===== src/rtl/vc_arbiter.sv =====
// Moves VC0/VC1 head words into D0/D1; pop is combinational, push/data_out follow one cycle later.
// Backpressure: a head whose destination is almost-full is ineligible; VC_ARB_ROUND_ROBIN_EN enables round-robin grant.
module vc_arbiter #(
  parameter int BW    = 6,
  parameter int CNT_W = 5
) (
  input  logic             clk,
  input  logic             reset,
  input  logic             active_in,
  input  logic             vc0_empty,
  input  logic             vc1_empty,
  input  logic [BW-1:0]    vc0_data,
  input  logic [BW-1:0]    vc1_data,
  input  logic             d0_almost_full,
  input  logic             d1_almost_full,
  output logic             vc0_pop,
  output logic             vc1_pop,
  output logic             d0_push,
  output logic             d1_push,
  output logic [BW-1:0]    data_out,
  output logic [CNT_W-1:0] cnt_d0,
  output logic [CNT_W-1:0] cnt_d1,
  output logic [1:0]       arb_state
);

  localparam logic [1:0] IDLE  = 2'd0;
  localparam logic [1:0] RUN   = 2'd1;
  localparam logic [1:0] STALL = 2'd2;

  logic [1:0]    state, state_nxt;
  logic          vc0_elig, vc1_elig;
  logic          sched_ok, grant0, grant1, pop_any;
  logic [BW-1:0] pop_dat;

  // Each VC only looks at its own destination, so a blocked VC0 never holds up VC1.
  assign vc0_elig = !vc0_empty && !(vc0_data[BW-1] ? d1_almost_full : d0_almost_full);
  assign vc1_elig = !vc1_empty && !(vc1_data[BW-1] ? d1_almost_full : d0_almost_full);
  assign sched_ok = reset && active_in && (state == RUN);

`ifdef VC_ARB_ROUND_ROBIN_EN
  logic last_grant;  // 0 = VC0, 1 = VC1

  assign grant0 = sched_ok && vc0_elig && (!vc1_elig || last_grant);

  always_ff @(posedge clk or negedge reset) begin
    if (!reset)       last_grant <= 1'b1;
    else if (pop_any) last_grant <= grant1;
  end
`else
  assign grant0 = sched_ok && vc0_elig;
`endif

  assign grant1  = sched_ok && vc1_elig && !grant0;
  assign pop_any = grant0 || grant1;
  assign pop_dat = grant0 ? vc0_data : vc1_data;
  assign vc0_pop = grant0;
  assign vc1_pop = grant1;

  always_comb begin
    state_nxt = state;
    case (state)
      IDLE:    if (active_in) state_nxt = RUN;
      RUN: begin
        if (!active_in)
          state_nxt = IDLE;
        else if ((!vc0_empty || !vc1_empty) && !vc0_elig && !vc1_elig)
          state_nxt = STALL;
      end
      STALL: begin
        if (!active_in)
          state_nxt = IDLE;
        else if (vc0_elig || vc1_elig)
          state_nxt = RUN;
      end
      default: state_nxt = IDLE;
    endcase
  end

  always_ff @(posedge clk or negedge reset) begin
    if (!reset) state <= IDLE;
    else        state <= state_nxt;
  end

  always_ff @(posedge clk or negedge reset) begin
    if (!reset) begin
      d0_push  <= 1'b0;
      d1_push  <= 1'b0;
      data_out <= '0;
      cnt_d0   <= '0;
      cnt_d1   <= '0;
    end else begin
      d0_push <= pop_any && !pop_dat[BW-1];
      d1_push <= pop_any &&  pop_dat[BW-1];
      if (pop_any) begin
        data_out <= pop_dat;
        if (pop_dat[BW-1]) cnt_d1 <= cnt_d1 + CNT_W'(1);
        else               cnt_d0 <= cnt_d0 + CNT_W'(1);
      end
    end
  end

  assign arb_state = state;

endmodule


===== config.mk =====
export PLATFORM = sky130hd
export DESIGN_NAME = vc_arbiter
export DESIGN_NICKNAME = d
export VERILOG_FILES = /design/src/rtl/vc_arbiter.sv
export SDC_FILE = /design/constraint.sdc
export NUM_CORES = 1
export LEC_CHECK = 0
export BUFFER_PORTS_ARGS = -buffer_cell sky130_fd_sc_hd__buf_2
export CORE_UTILIZATION = 38
export CTS_BUF_LIST = sky130_fd_sc_hd__clkbuf_8
export DETAILED_ROUTE_END_ITERATION = 8
export MAX_ROUTING_LAYER = met4
export PLACE_DENSITY = 0.65
export REMOVE_ABC_BUFFERS = 1
export SYNTH_ARGS = -nofsm -noshare
export SYNTH_HDL_FRONTEND = slang
export SYNTH_SLANG_ARGS = --single-unit

===== constraint.sdc =====
create_clock -name clk -period 5.3 [get_ports clk]
set_clock_uncertainty 0.2 [all_clocks]
set_input_delay 1.06 -clock clk [delete_from_list [all_inputs] [get_ports clk]]
set_output_delay 1.06 -clock clk [all_outputs]
set_load 0.03 [all_outputs]

Word-level counts from Yosys, hierarchy flattened. Index checks and enable logic that the tools add are counted.

Logic and storage cells: 49. Flip-flop bits (word level): 20. Output and inout port bits: 22. Input port bits: 19.

Bitwise logic cells: 1. Multiplexer cells: 9. Reductions and logical operators: 26. Eq/ne operators: 5. Add/subtract/negate cells: 2.

Operator list (count): 1-bit logical AND (11); 5-bit by 1-bit adder with 5-bit output, second input constant (2); 2-bit two-way mux (5); 1-bit zero test (8); 6-bit two-way mux (1); 2-bit case mux with 3 select lines (1); 2-bit AND reduction (2); 1-bit logical OR (3); 3-bit by 2-bit inequality test with 1-bit output, second input constant (1); 3-bit inequality test, second input constant (1); 3-bit AND reduction (1); 2-bit by 1-bit == test with 1-bit output, second input constant (1); 2-bit == test, second input constant (1); 2-bit zero test (1); 1-bit two-way mux (2); 2-bit inequality test, second input constant (1); 1-bit NOT (1).

Logic depth before layout (Yosys ltp). Gate-level depths: netlist (run 1).

Depth in word-level cells: 9. Depth in mapped cells: 6. Gate-level depth less buffers: 5.

Worst setup path before layout (run 1). Ideal clock, no wire load.

Path kind: input -> output. From: input active_in. To: output vc1_pop. Path buffers: 0. Stages: 3. Required time: 4.040 ns. Arrival: 2.103 ns. Path slack: 1.937 ns. Cell sequence: nand3_4 > a2111oi_4 > nor4_2.

Word-level cells in the longest chain between the ends: 5. Elaborated cells on any way between the ends: 6. Classes of those cells: reduce/logical: 6.

RTL lines: from (decl) (line 9) `input logic active_in,`; 1-bit logical AND (2 in series) (line 38) `assign sched_ok = reset && active_in && (state == RUN);`; 1-bit logical AND (line 50) `assign grant0 = sched_ok && vc0_elig;`; named net vc0_pop (line 16) `output logic vc0_pop,`; 1-bit zero test (line 53) `assign grant1 = sched_ok && vc1_elig && !grant0;`; 1-bit logical AND (line 53); to (decl) (line 17) `output logic vc1_pop,`.

The timed path passes the listed nets, and every way through them passes these cells.

Final worst setup path (run 1).
From: input reset. To: output vc1_pop.

Word-level cells in the longest chain between the ends: 5. Elaborated cells on any way between the ends: 6. Classes of those cells: reduce/logical: 6.

RTL lines: from (decl) (line 8) `input logic reset,`; 1-bit logical AND (*) (2 in series) (line 38); 1-bit logical AND (line 50); 1-bit zero test (line 53); 1-bit logical AND (*) (line 53).

Every way passes the cells marked *; elsewhere a longest branch is shown, timed or not.

==> metrics.txt, run 1 <==
status complete, no violations; largest net degree at the start of global routing 22; critical-path cell list buf_2 -> nand3_4 -> a2111oi_4 -> nor4_2 -> buf_2; min-delay worst type reg -> reg; pre-CTS setup slack 1.514 ns; CTS Root Cell clkbuf_8; Worst Path Max Fanout 21; area fraction of the dominant cell type after synthesis 0.4975; vias in the first global route 700; htree depth 1; Via Count 780; final wirelength around 1900 µm; total track usage 0.1486; main area contributors after synthesis dfrtp_1, xor2_1, mux2_2, mux2i_1, a2111oi_4; first-pass GRT wire length around 3000 µm; Int Power 0.3084 mW; Die Footprint approximately 0.0029 mm²; final hold violation count 0; Critical Path Sink vc1_pop; Arr. time, crit path around 2.5 ns; std cell rows 18; most used cell, CP buf_2; ant diodes 0; clock buffer depth 2; FF-to-FF End data_out[3]; R2R Setup Slk ~3.2 ns; Net Switching 0.1786 mW; io pins 41; # resized after CTS 0; worst vdd ir ~0.23 mV; Finished Layout Cells 157; GRT Residual Overflow 0; initial antenna violation count 0; Worst Setup SP reset; EDFF count, synth 0; RR Startpoint arb_state[1]; LEAKAGE 0.6794 nW; Die W ~53 µm; max_slew headroom 0.5785; Clk Latency, worst-skew pair 0.25 ns; r2r worst-path depth 5; Startpoint Class input port; die height about 53 µm; Seq pwr share 0.431; maxcap violations 0; Crit Path Category in -> out; Sw Ratio 0.3667; Synth Area per Inst ~12 µm²; worst slew pin tran roughly 0.63 ns; Finish-stage setup viols 0; Post-synth ARST share 1.000; min Tclk post-route between 3 and 4 ns; clk slew on worst S/H paths around 0.07 ns; final-report max-slew violation count 0; Num Clock Sinks 20; P&R area growth vs syn 27.98%; FMAX 267.5 MHz; GRT busiest layer met2; gpl congestion ~0.72; via density per instance about 5.0; TritonRoute pass-1 iters 4; Detail Placement HPWL 1491 µm; cell taking the most area after synthesis dfrtp_1; Post-Syn Instances 84; CP Data Required Time 4.04 ns; post-synthesis sequential area ratio 0.4975; placed cell count between 150 and 200; CTS tree done; Yosys cell types 31; Final period util 0.7054; Clk network pwr share 0.228; area of the core between 0.002 and 0.0025 mm²; post-route setup TNS 0 ns; PwrDens 378.3 mW/mm²; met3 Use GR 0.02874; CP max stage delay 0.54 ns; Remaining DRCs 0; ANT nets after route 0; Buffers on Ports 40; NumNets Final roughly 150; RSZ-0062 raised after global routing false; post-DR wirelength/cell roughly 12 µm; Worst path slowest cell a2111oi_4; routing usage on met1 0.1986; Synth Register Bits 20; layout cells sized above 1 0.4488; setup ws final around 1.6 ns; Yosys warning count 0; synthesized area approximately 0.0010 mm²; Hold-fix buffers, CTS 0; met2 usage 0.2354; Critical Path Sink Type primary output; # Post-CTS Setup Buffers 0; CTS Buf Count 3; initial core utilization 0.4024; power share of the combinational group 0.341; Primary FF master, synth dfrtp_1; starting DRC count in detailed routing 12
-- power by group through the flow --
stage               Clock (mW)  Sequential (mW)  Combinational (mW)
detailed placement           0            0.214               0.168
floorplan                    0            0.276              0.0468
CTS                      0.116            0.211               0.169
global route             0.121            0.216               0.183
finish                   0.111            0.210               0.166
global placement             0            0.212               0.165
-- routing by layer --
metal / vias up / part of all wire / routed length [µm]
met5: - / 0 / 0
met1: 361 / 0.49 / 937
li1: 389 / - / -
met2: 30 / 0.44 / 844
met4: 0 / 0 / 0
met3: 0 / 0.067 / 128
-- critical path, delay by kind of cell --
family	cells	cell delay [ns]
AOI/OAI and AO/OA	1	0.54
buffers and inverters	2	0.59
and+or+nand+nor	2	0.28
-- cell families (layout without fill, tap and decap cells) --
group	count (synthesis)	in the layout	share of synthesized area
AOI/OAI and AO/OA	16	16	0.1343
xor gates and xnor gates	8	8	0.06965
adders and majority gates	2	2	0.02487
buffers and inverters	2	45	0.01492
DFF	20	20	0.4975
muxes	7	7	0.07462
and+or+nand+nor	29	29	0.1841
-- placed cells by master, fill, tap and decap left out, drive strengths merged, types with 4 or more instances in the layout --
cell	netlist	layout
dfrtp	20	20
nor3	4	4
mux2	4	4
nand3	5	5
buf	1	40
a21oi	4	4
clkbuf	0	4
nand2	6	6
xor2	7	7
-- Yosys cell counts (2+ instances only) --
cell type and count:
nor2_1 3, nor3_1 4, xor2_1 7, dfrtp_1 20, a221o_1 2, nand2_1 6, a21oi_1 4, nand3_1 4
nand2b_1 3, mux2_2 4, ha_1 2, and2_2 2, o21ai_0 3, mux2i_1 3
-- registers in the layout, summed over array words and instances (netlist names) --
signal     flops
data_out       6
arb_state      2
d0_push        1
d1_push        1
cnt_d0         5
cnt_d1         5
-- cell type report --
| class | instances | area [µm²] |
|---|---|---|
| clock buffers | 4 | 55.05 |
| flip-flops and latches | 20 | 500.5 |
| fillers | 235 | 1212 |
| repair buffers | 40 | 200.2 |
| inverters | 1 | 3.754 |
| well taps | 30 | 37.54 |
| multi-input cells | 62 | 490.5 |
-- how the worst min path moves through the flow --
stage / to / from / slack [ns] / cells past startpoint
3_5_place_dp: cnt_d1[4] / cnt_d1[4] / 0.26 / 1
3_3_place_gp: cnt_d0[4] / cnt_d0[4] / 0.26 / 1
6_report: cnt_d0[4] / cnt_d0[4] / 0.27 / 1
2_1_floorplan: cnt_d0[4] / cnt_d0[4] / 0.45 / 1
4_1_cts: cnt_d0[4] / cnt_d0[4] / 0.27 / 1
5_1_grt: cnt_d1[4] / cnt_d1[4] / 0.29 / 1
-- metrics by stage --
step                      utilization  area (µm²)  total power, mW  hold slack (ns)
after floorplan                     -       994.7           0.3228           0.4486
after global placement         0.4930        1232           0.3766           0.2585
after detailed placement       0.4930        1232           0.3819           0.2609
after CTS                      0.5150        1287           0.4950           0.2740
after global routing           0.5150        1287           0.5205           0.2869
final                          0.5150        1287           0.4870           0.2670
Power figures use the tool's default switching activity.
==> run 2: changes to the inputs <==
--- a/config.mk
+++ b/config.mk
@@ -5,12 +5,13 @@
 export SDC_FILE = /design/constraint.sdc
 export NUM_CORES = 1
 export LEC_CHECK = 0
+export ABC_AREA = 1
 export BUFFER_PORTS_ARGS = -buffer_cell sky130_fd_sc_hd__buf_2
 export CORE_UTILIZATION = 38
 export CTS_BUF_LIST = sky130_fd_sc_hd__clkbuf_8
 export DETAILED_ROUTE_END_ITERATION = 8
 export MAX_ROUTING_LAYER = met4
-export PLACE_DENSITY = 0.65
+export PLACE_DENSITY = 0.66
 export REMOVE_ABC_BUFFERS = 1
 export SYNTH_ARGS = -nofsm -noshare
 export SYNTH_HDL_FRONTEND = slang
==> constraint.sdc (replaced) <==
create_clock -name clk -period 3.1 [get_ports clk]
set_clock_uncertainty 0.2 [all_clocks]
set_input_delay 0.62 -clock clk [delete_from_list [all_inputs] [get_ports clk]]
set_output_delay 0.62 -clock clk [all_outputs]
set_load 0.03 [all_outputs]
==> metrics.txt, run 2 <==
vias in the first global route 914 (was 700); number of flip-flops in the largest register 6 (unchanged); Synth Register Bits 20 (unchanged); layout cells sized above 1 0.3152 (was 0.4488); area of the core 0.002805 mm² (was 0.002500 mm²); worst vdd ir 0.3597 mV (was 0.2289 mV); clock buffer depth 2 (unchanged); Post-Syn Instances 140 (was 84); std cell rows 19 (was 18); Crit Path Category in -> out (unchanged); LEAKAGE 0.8991 nW (was 0.6794 nW); final wirelength 2405 µm (was 1910 µm); min Tclk post-route approximately 2.3 ns; ANT nets after route 0 (unchanged); largest net degree at the start of global routing 21 (was 22); main area contributors after synthesis dfrtp_1, nand2_1, nand3_1, inv_1, nand2_8 (was dfrtp_1, xor2_1, mux2_2, mux2i_1, a2111oi_4); placed cell areas 0.001384 mm² (was 0.001232 mm²); Die W 56.98 µm (was 53.45 µm); top cells by count, synth nand2_1, nand3_1, dfrtp_1 (was dfrtp_1, xor2_1, nand2_1); Final period util 0.7409; FMAX 435.4 MHz; Clk network pwr share 0.262 (was 0.228); critical-path cell list buf_2 -> nand2_1 -> nand2_1 -> nor2_2 -> nand2_4 -> nor2_1 -> buf_2 (was buf_2 -> nand3_4 -> a2111oi_4 -> nor4_2 -> buf_2); clk slew on worst S/H paths 0.08 ns (was 0.07 ns); synthesized area 0.001149 mm² (was 0.001006 mm²); Net Switching 0.4004 mW (was 0.1786 mW); htree depth 1 (unchanged); Die Footprint 0.003247 mm² (was 0.002857 mm²); first-pass GRT wire length 4008 µm (was 3001 µm); post-synthesis sequential area ratio 0.4357 (was 0.4975); PwrDens 694.4 mW/mm² (was 378.3 mW/mm²); P&R area growth vs syn 26.69% (was 27.98%); Seq pwr share 0.374 (was 0.431); total power 1.011 mW (was 0.4870 mW); CTS Buf Count 3 (unchanged); GRT Residual Overflow 0 (unchanged); total track usage 0.1613 (was 0.1486); Yosys warning count 0 (unchanged); Worst Path Max Fanout 4 (was 21); most common cell after layout, fill and taps aside nand2_1 (was buf_2); gpl congestion 0.8273 (was 0.7220); Worst path slowest cell buf_2 (was a2111oi_4); delay-heaviest family, CP simple AND/OR/NAND/NOR gates (was buffers and inverters); worst hold margin 0.1457 ns (was 0.2670 ns); failing checks DRC; RSZ-0062 raised after global routing false (unchanged); ant diodes 0 (unchanged); design area 0.001455 mm² (was 0.001287 mm²); Critical Path Sink Type primary output (unchanged); starting DRC count in detailed routing 52 (was 12); Sw Ratio 0.3962 (was 0.3667); Startpoint Class input port (unchanged); WP buf/inv 2 (unchanged); Num Clock Sinks 20 (unchanged); Detail Placement HPWL 1833 µm (was 1491 µm); final hold violation count 0 (unchanged); die height 56.98 µm (was 53.45 µm); area fraction of the dominant cell type after synthesis 0.4357 (was 0.4975); min-delay worst type in -> async (was reg -> reg); TritonRoute pass-1 iters 6 (was 4); CP Data Required Time 2.28 ns (was 4.04 ns); power share of the combinational group 0.364 (was 0.341); most frequent cells in the layout nand2_1, buf_2, nand3_1 (was buf_2, dfrtp_1, xor2_1); post-route setup TNS 0 ns (unchanged); initial antenna violation count 0 (unchanged); cell taking the most area after synthesis dfrtp_1 (unchanged); Post-synth ARST share 1.000 (unchanged); Clk Latency, worst-skew pair 0.26 ns (was 0.25 ns); maxcap violations 0 (unchanged); Primary FF master, synth dfrtp_1 (unchanged); top flop regs data_out (6), cnt_d0 (5), cnt_d1 (5) (unchanged); via density per instance 4.688 (was 4.968); max_slew headroom 0.8310 (was 0.5785); NumNets Final 206 (was 149); # resized after CTS 0 (unchanged); Hold-fix buffers, CTS 0 (unchanged); register with the most flip-flops data_out (unchanged); Yosys cell types 20 (was 31); Arr. time, crit path 1.48 ns (was 2.48 ns); CTS Root Cell clkbuf_8 (unchanged); CP max stage delay 0.20 ns (was 0.54 ns); status finished, violations left (was complete, no violations); most common cell in the netlist nand2_1 (was dfrtp_1); io pins 41 (unchanged); Finish-stage setup viols 0 (unchanged); Buffers on Ports 40 (unchanged); post-DR wirelength/cell 11.19 µm (was 12.17 µm); final-report max-slew violation count 0 (unchanged); # Post-CTS Setup Buffers 0 (unchanged); initial core utilization 0.4095 (was 0.4024); CTS tree done (unchanged); EDFF count, synth 0 (unchanged); Int Power 0.6101 mW (was 0.3084 mW); Remaining DRCs 11 (was 0); Via Count 1008 (was 780); worst slew pin tran 0.2535 ns (was 0.6318 ns); Synth Area per Inst 8.204 µm² (was 11.98 µm²)
==> run 2: cell types whose count changed after synthesis, sizes merged, moves of 3 or more <==
| cell | previous run | this run |
|---|---|---|
| nand2 | 6 | 54 |
| nand3 | 5 | 23 |
| inv | 1 | 18 |
| nor2 | 3 | 9 |
| xor2 | 7 | 2 |
| mux2 | 4 | 0 |
| nor3 | 4 | 0 |
| a21oi | 4 | 1 |
| mux2i | 3 | 0 |
| nand2b | 3 | 0 |
| o211ai | 0 | 3 |
| xnor2 | 1 | 4 |
==> run 2: layout make-up <==
type	instances	area [µm²]
clock buffers	3	41.29
fillers	274	1350
repair buffers	41	207.7
well taps	31	38.79
flip-flops and latches	20	500.5
inverters	18	67.56
multi-input cells	101	569.3
clock inverters	1	30.03
==> run 2: cell families (layout without fill, tap and decap cells) <==
| logic type | after synthesis | after routing | synth area share |
|---|---|---|---|
| AND/OR/NAND/NOR | 88 | 88 | 0.3998 |
| flip-flops | 20 | 20 | 0.4357 |
| buffers and inverters | 19 | 63 | 0.06862 |
| XOR/XNOR | 6 | 6 | 0.04575 |
| AO/OA/AOI/OAI | 5 | 5 | 0.02831 |
| adder cells (fa/ha/maj) | 2 | 2 | 0.02178 |
==> run 2: worst paths after layout <==
check                              from          end  slack [ns]  cells past startpoint
setup / recovery            vc1_data[5]      vc1_pop        0.80                      7
min in group clk            data_out[0]  data_out[0]        0.28                      2
max in group asynchronous         reset  data_out[1]        2.35                      2
setup reg to reg           arb_state[1]    cnt_d1[0]        1.45                      8
hold reg to reg             data_out[0]  data_out[0]        0.28                      2
hold / removal                    reset  data_out[5]        0.15                      2
==> run 2: power by group through the flow <==
stage          sequential [mW]  clock, mW  combinational (mW)
4_1_cts                  0.380      0.268               0.372
6_report                 0.378      0.265               0.368
3_3_place_gp             0.382          0               0.363
2_1_floorplan            0.517          0               0.121
3_5_place_dp             0.384          0               0.371
5_1_grt                  0.388      0.278               0.401
==> run 2: layer usage <==
metal  part of all wire  GRT usage  vias to the layer above
met4             0.0079    0.03136                        0
met5                  0          -                        -
li1                   -          -                      529
met2               0.46     0.2655                       29
met1               0.49     0.2081                      448
met3              0.050    0.03175                        2
==> run 2: worst reg2reg max path, stage by stage, from the launching register on <==
cell,delay [ns]
dfrtp_1,0.40
inv_1,0.06
nand2_1,0.13
nor2_8,0.20
nand2_8,0.11
nand2_8,0.13
nand3_2,0.16
nand2_1,0.10
nand2_1,0.05
==> run 2: per-stage QoR <==
stage	utilization	instances	setup slack [ns]
after global routing	0.5187	215	0.7044
after floorplan	-	139	0.8399
after global placement	0.4933	211	0.8214
after detailed placement	0.4933	211	0.8052
final	0.5187	215	0.8033
after CTS	0.5187	215	0.7910
==> run 3: changes to the inputs <==
==> constraint.sdc (replaced) <==
create_clock -name clk -period 2.1 [get_ports clk]
set_clock_uncertainty 0.2 [all_clocks]
set_input_delay 0.42 -clock clk [delete_from_list [all_inputs] [get_ports clk]]
set_output_delay 0.42 -clock clk [all_outputs]
set_load 0.03 [all_outputs]
==> metrics.txt, run 3 (synthesis gave the netlist of run 2 again) <==
status finished, violations left (unchanged); failing checks DRC (unchanged); Detail Placement HPWL 1891 µm (was 1833 µm); via density per instance 4.876 (was 4.688); htree depth 1 (unchanged); min Tclk post-route between 2 and 2.5 ns; initial antenna violation count 0 (unchanged); final core occ 0.5277 (was 0.5187); final-report max-slew violation count 0 (unchanged); GRT Residual Overflow 0 (unchanged); max_slew headroom 0.8304 (was 0.8310); final hold violation count 0 (unchanged); Hold Path Depth 3; post-route setup TNS 0 ns (unchanged); Clk Latency, worst-skew pair 0.26 ns (about the same); worst vdd ir 0.7353 mV (was 0.3597 mV); gpl congestion 0.8417 (was 0.8273); LEAKAGE 0.9076 nW (was 0.8991 nW); area of the core 0.002805 mm² (unchanged); CP Data Required Time 1.48 ns (was 2.28 ns); NumNets Final 208 (was 206); ant diodes 0 (unchanged); Startpoint Class flop (was input port); filler cell count 285 (was 274); worst slew pin tran 0.2544 ns (was 0.2535 ns); setup ws final 0.06453 ns (was 0.8033 ns); Final period util 0.9693; die height 56.98 µm (unchanged); final wirelength 2410 µm (was 2405 µm); Die Footprint 0.003247 mm² (unchanged); most frequent cells in the layout nand2_1, buf_2, nand3_1 (unchanged); maxcap violations 0 (unchanged); Crit Path Category reg -> out (was in -> out); CTS tree done (unchanged); largest net degree at the start of global routing 21 (unchanged); Die W 56.98 µm (unchanged); pre-CTS setup slack 0.2037 ns (was 0.8052 ns); ANT nets after route 0 (unchanged); total power 1.492 mW (was 1.011 mW); TritonRoute pass-1 iters 7 (was 6); post-DR wirelength/cell 11.11 µm (was 11.19 µm); top flop regs data_out (6), cnt_d0 (5), cnt_d1 (5) (unchanged); first-pass GRT wire length 4215 µm (was 4008 µm); total track usage 0.1686 (was 0.1613); Buffers on Ports 40 (unchanged); vias in the first global route 993 (was 914); P&R area growth vs syn 28.87% (was 26.69%); starting DRC count in detailed routing 45 (was 52); PwrDens 1008 mW/mm² (was 694.4 mW/mm²); worst hold margin 0.1812 ns (was 0.1457 ns); min-delay worst type in -> reg (was in -> async); clk slew on worst S/H paths 0.08 ns (about the same); most common cell after layout, fill and taps aside nand2_1 (unchanged); Worst Path Max Fanout 6 (was 4); FMAX 491.3 MHz; Finish-stage setup viols 0 (unchanged); Num Clock Sinks 20 (unchanged); Via Count 1058 (was 1008); io pins 41 (unchanged); Remaining DRCs 10 (was 11); CTS Buf Count 3 (unchanged); number of flip-flops in the largest register 6 (unchanged); layout cells sized above 1 0.3226 (was 0.3152); Critical Path Sink Type primary output (unchanged); CTS Root Cell clkbuf_8 (unchanged); initial core utilization 0.4095 (unchanged); r2r worst-path depth 8 (unchanged); register with the most flip-flops data_out (unchanged); clock buffer depth 2 (unchanged); Arr. time, crit path 1.42 ns (was 1.48 ns); std cell rows 19 (unchanged)
run 3: cell types whose count changed in the layout (fill, tap and decap cells not counted), sizes merged:
cell,delta
buf,-1
clkbuf,+2
dlygate4sd3,+1
run 3: timing repair:
action                                  in CTS  in global routing
hold buffers                                 1                  0
resized for setup                            0                  3
setup buffers                                0                  1
hold endpoints to repair                    20                  0
endpoints found under the setup margin       0                  2
run 3: power by group:
group / leakage [nW] / internal, mW / switching (mW)
clock: 0.0357 / 0.254 / 0.127
combinational: 0.608 / 0.168 / 0.377
sequential: 0.264 / 0.483 / 0.0818
total: 0.908 / 0.906 / 0.586
run 3: per-stage QoR:
step,instances,area (µm²)
2_1_floorplan,139,1137
3_3_place_gp,211,1384
3_5_place_dp,211,1384
4_1_cts,216,1465
5_1_grt,217,1480
6_report,217,1480
run 3: path summary, 6_finish.rpt:
| check | endpoint | from | slack [ns] |
|---|---|---|---|
| max in group asynchronous | cnt_d1[1] | reset | 0.98 |
| min | data_out[4] | vc0_data[4] | 0.18 |
| min reg2reg | data_out[3] | data_out[3] | 0.29 |
| max | vc1_pop | arb_state[1] | 0.06 |
| max reg2reg | cnt_d1[1] | arb_state[1] | 0.49 |
| min in group asynchronous | cnt_d1[3] | reset | 0.51 |
run 3: area by class of cell:
cell class                      count  area, µm²  area share
Sequential cell                    20      500.5      0.3381
Inverter                           18      67.56     0.04565
Clock inverter                      1      30.03     0.02029
Clock buffer                        3      41.29     0.02790
Tap cell                           31      38.79     0.02620
Timing Repair Buffer               43      230.2      0.1555
Multi-Input combinational cell    101      571.8      0.3863
run 3: layer usage:
metal	wire length, µm	up-vias	part of all wire	GRT usage
met5	0	-	0	-
met4	0	0	0	0.02091
met3	149	0	0.062	0.03401
met2	1135	32	0.47	0.2739
met1	1125	489	0.47	0.2253
li1	-	537	-	-
run 3: critical path: stages (launching register included):
cell and delay [ns]:
dfrtp_1 0.40, inv_1 0.07, nand2_2 0.09, nor2_8 0.20, nand2_4 0.09, nor2_1 0.11, clkbuf_4 0.20
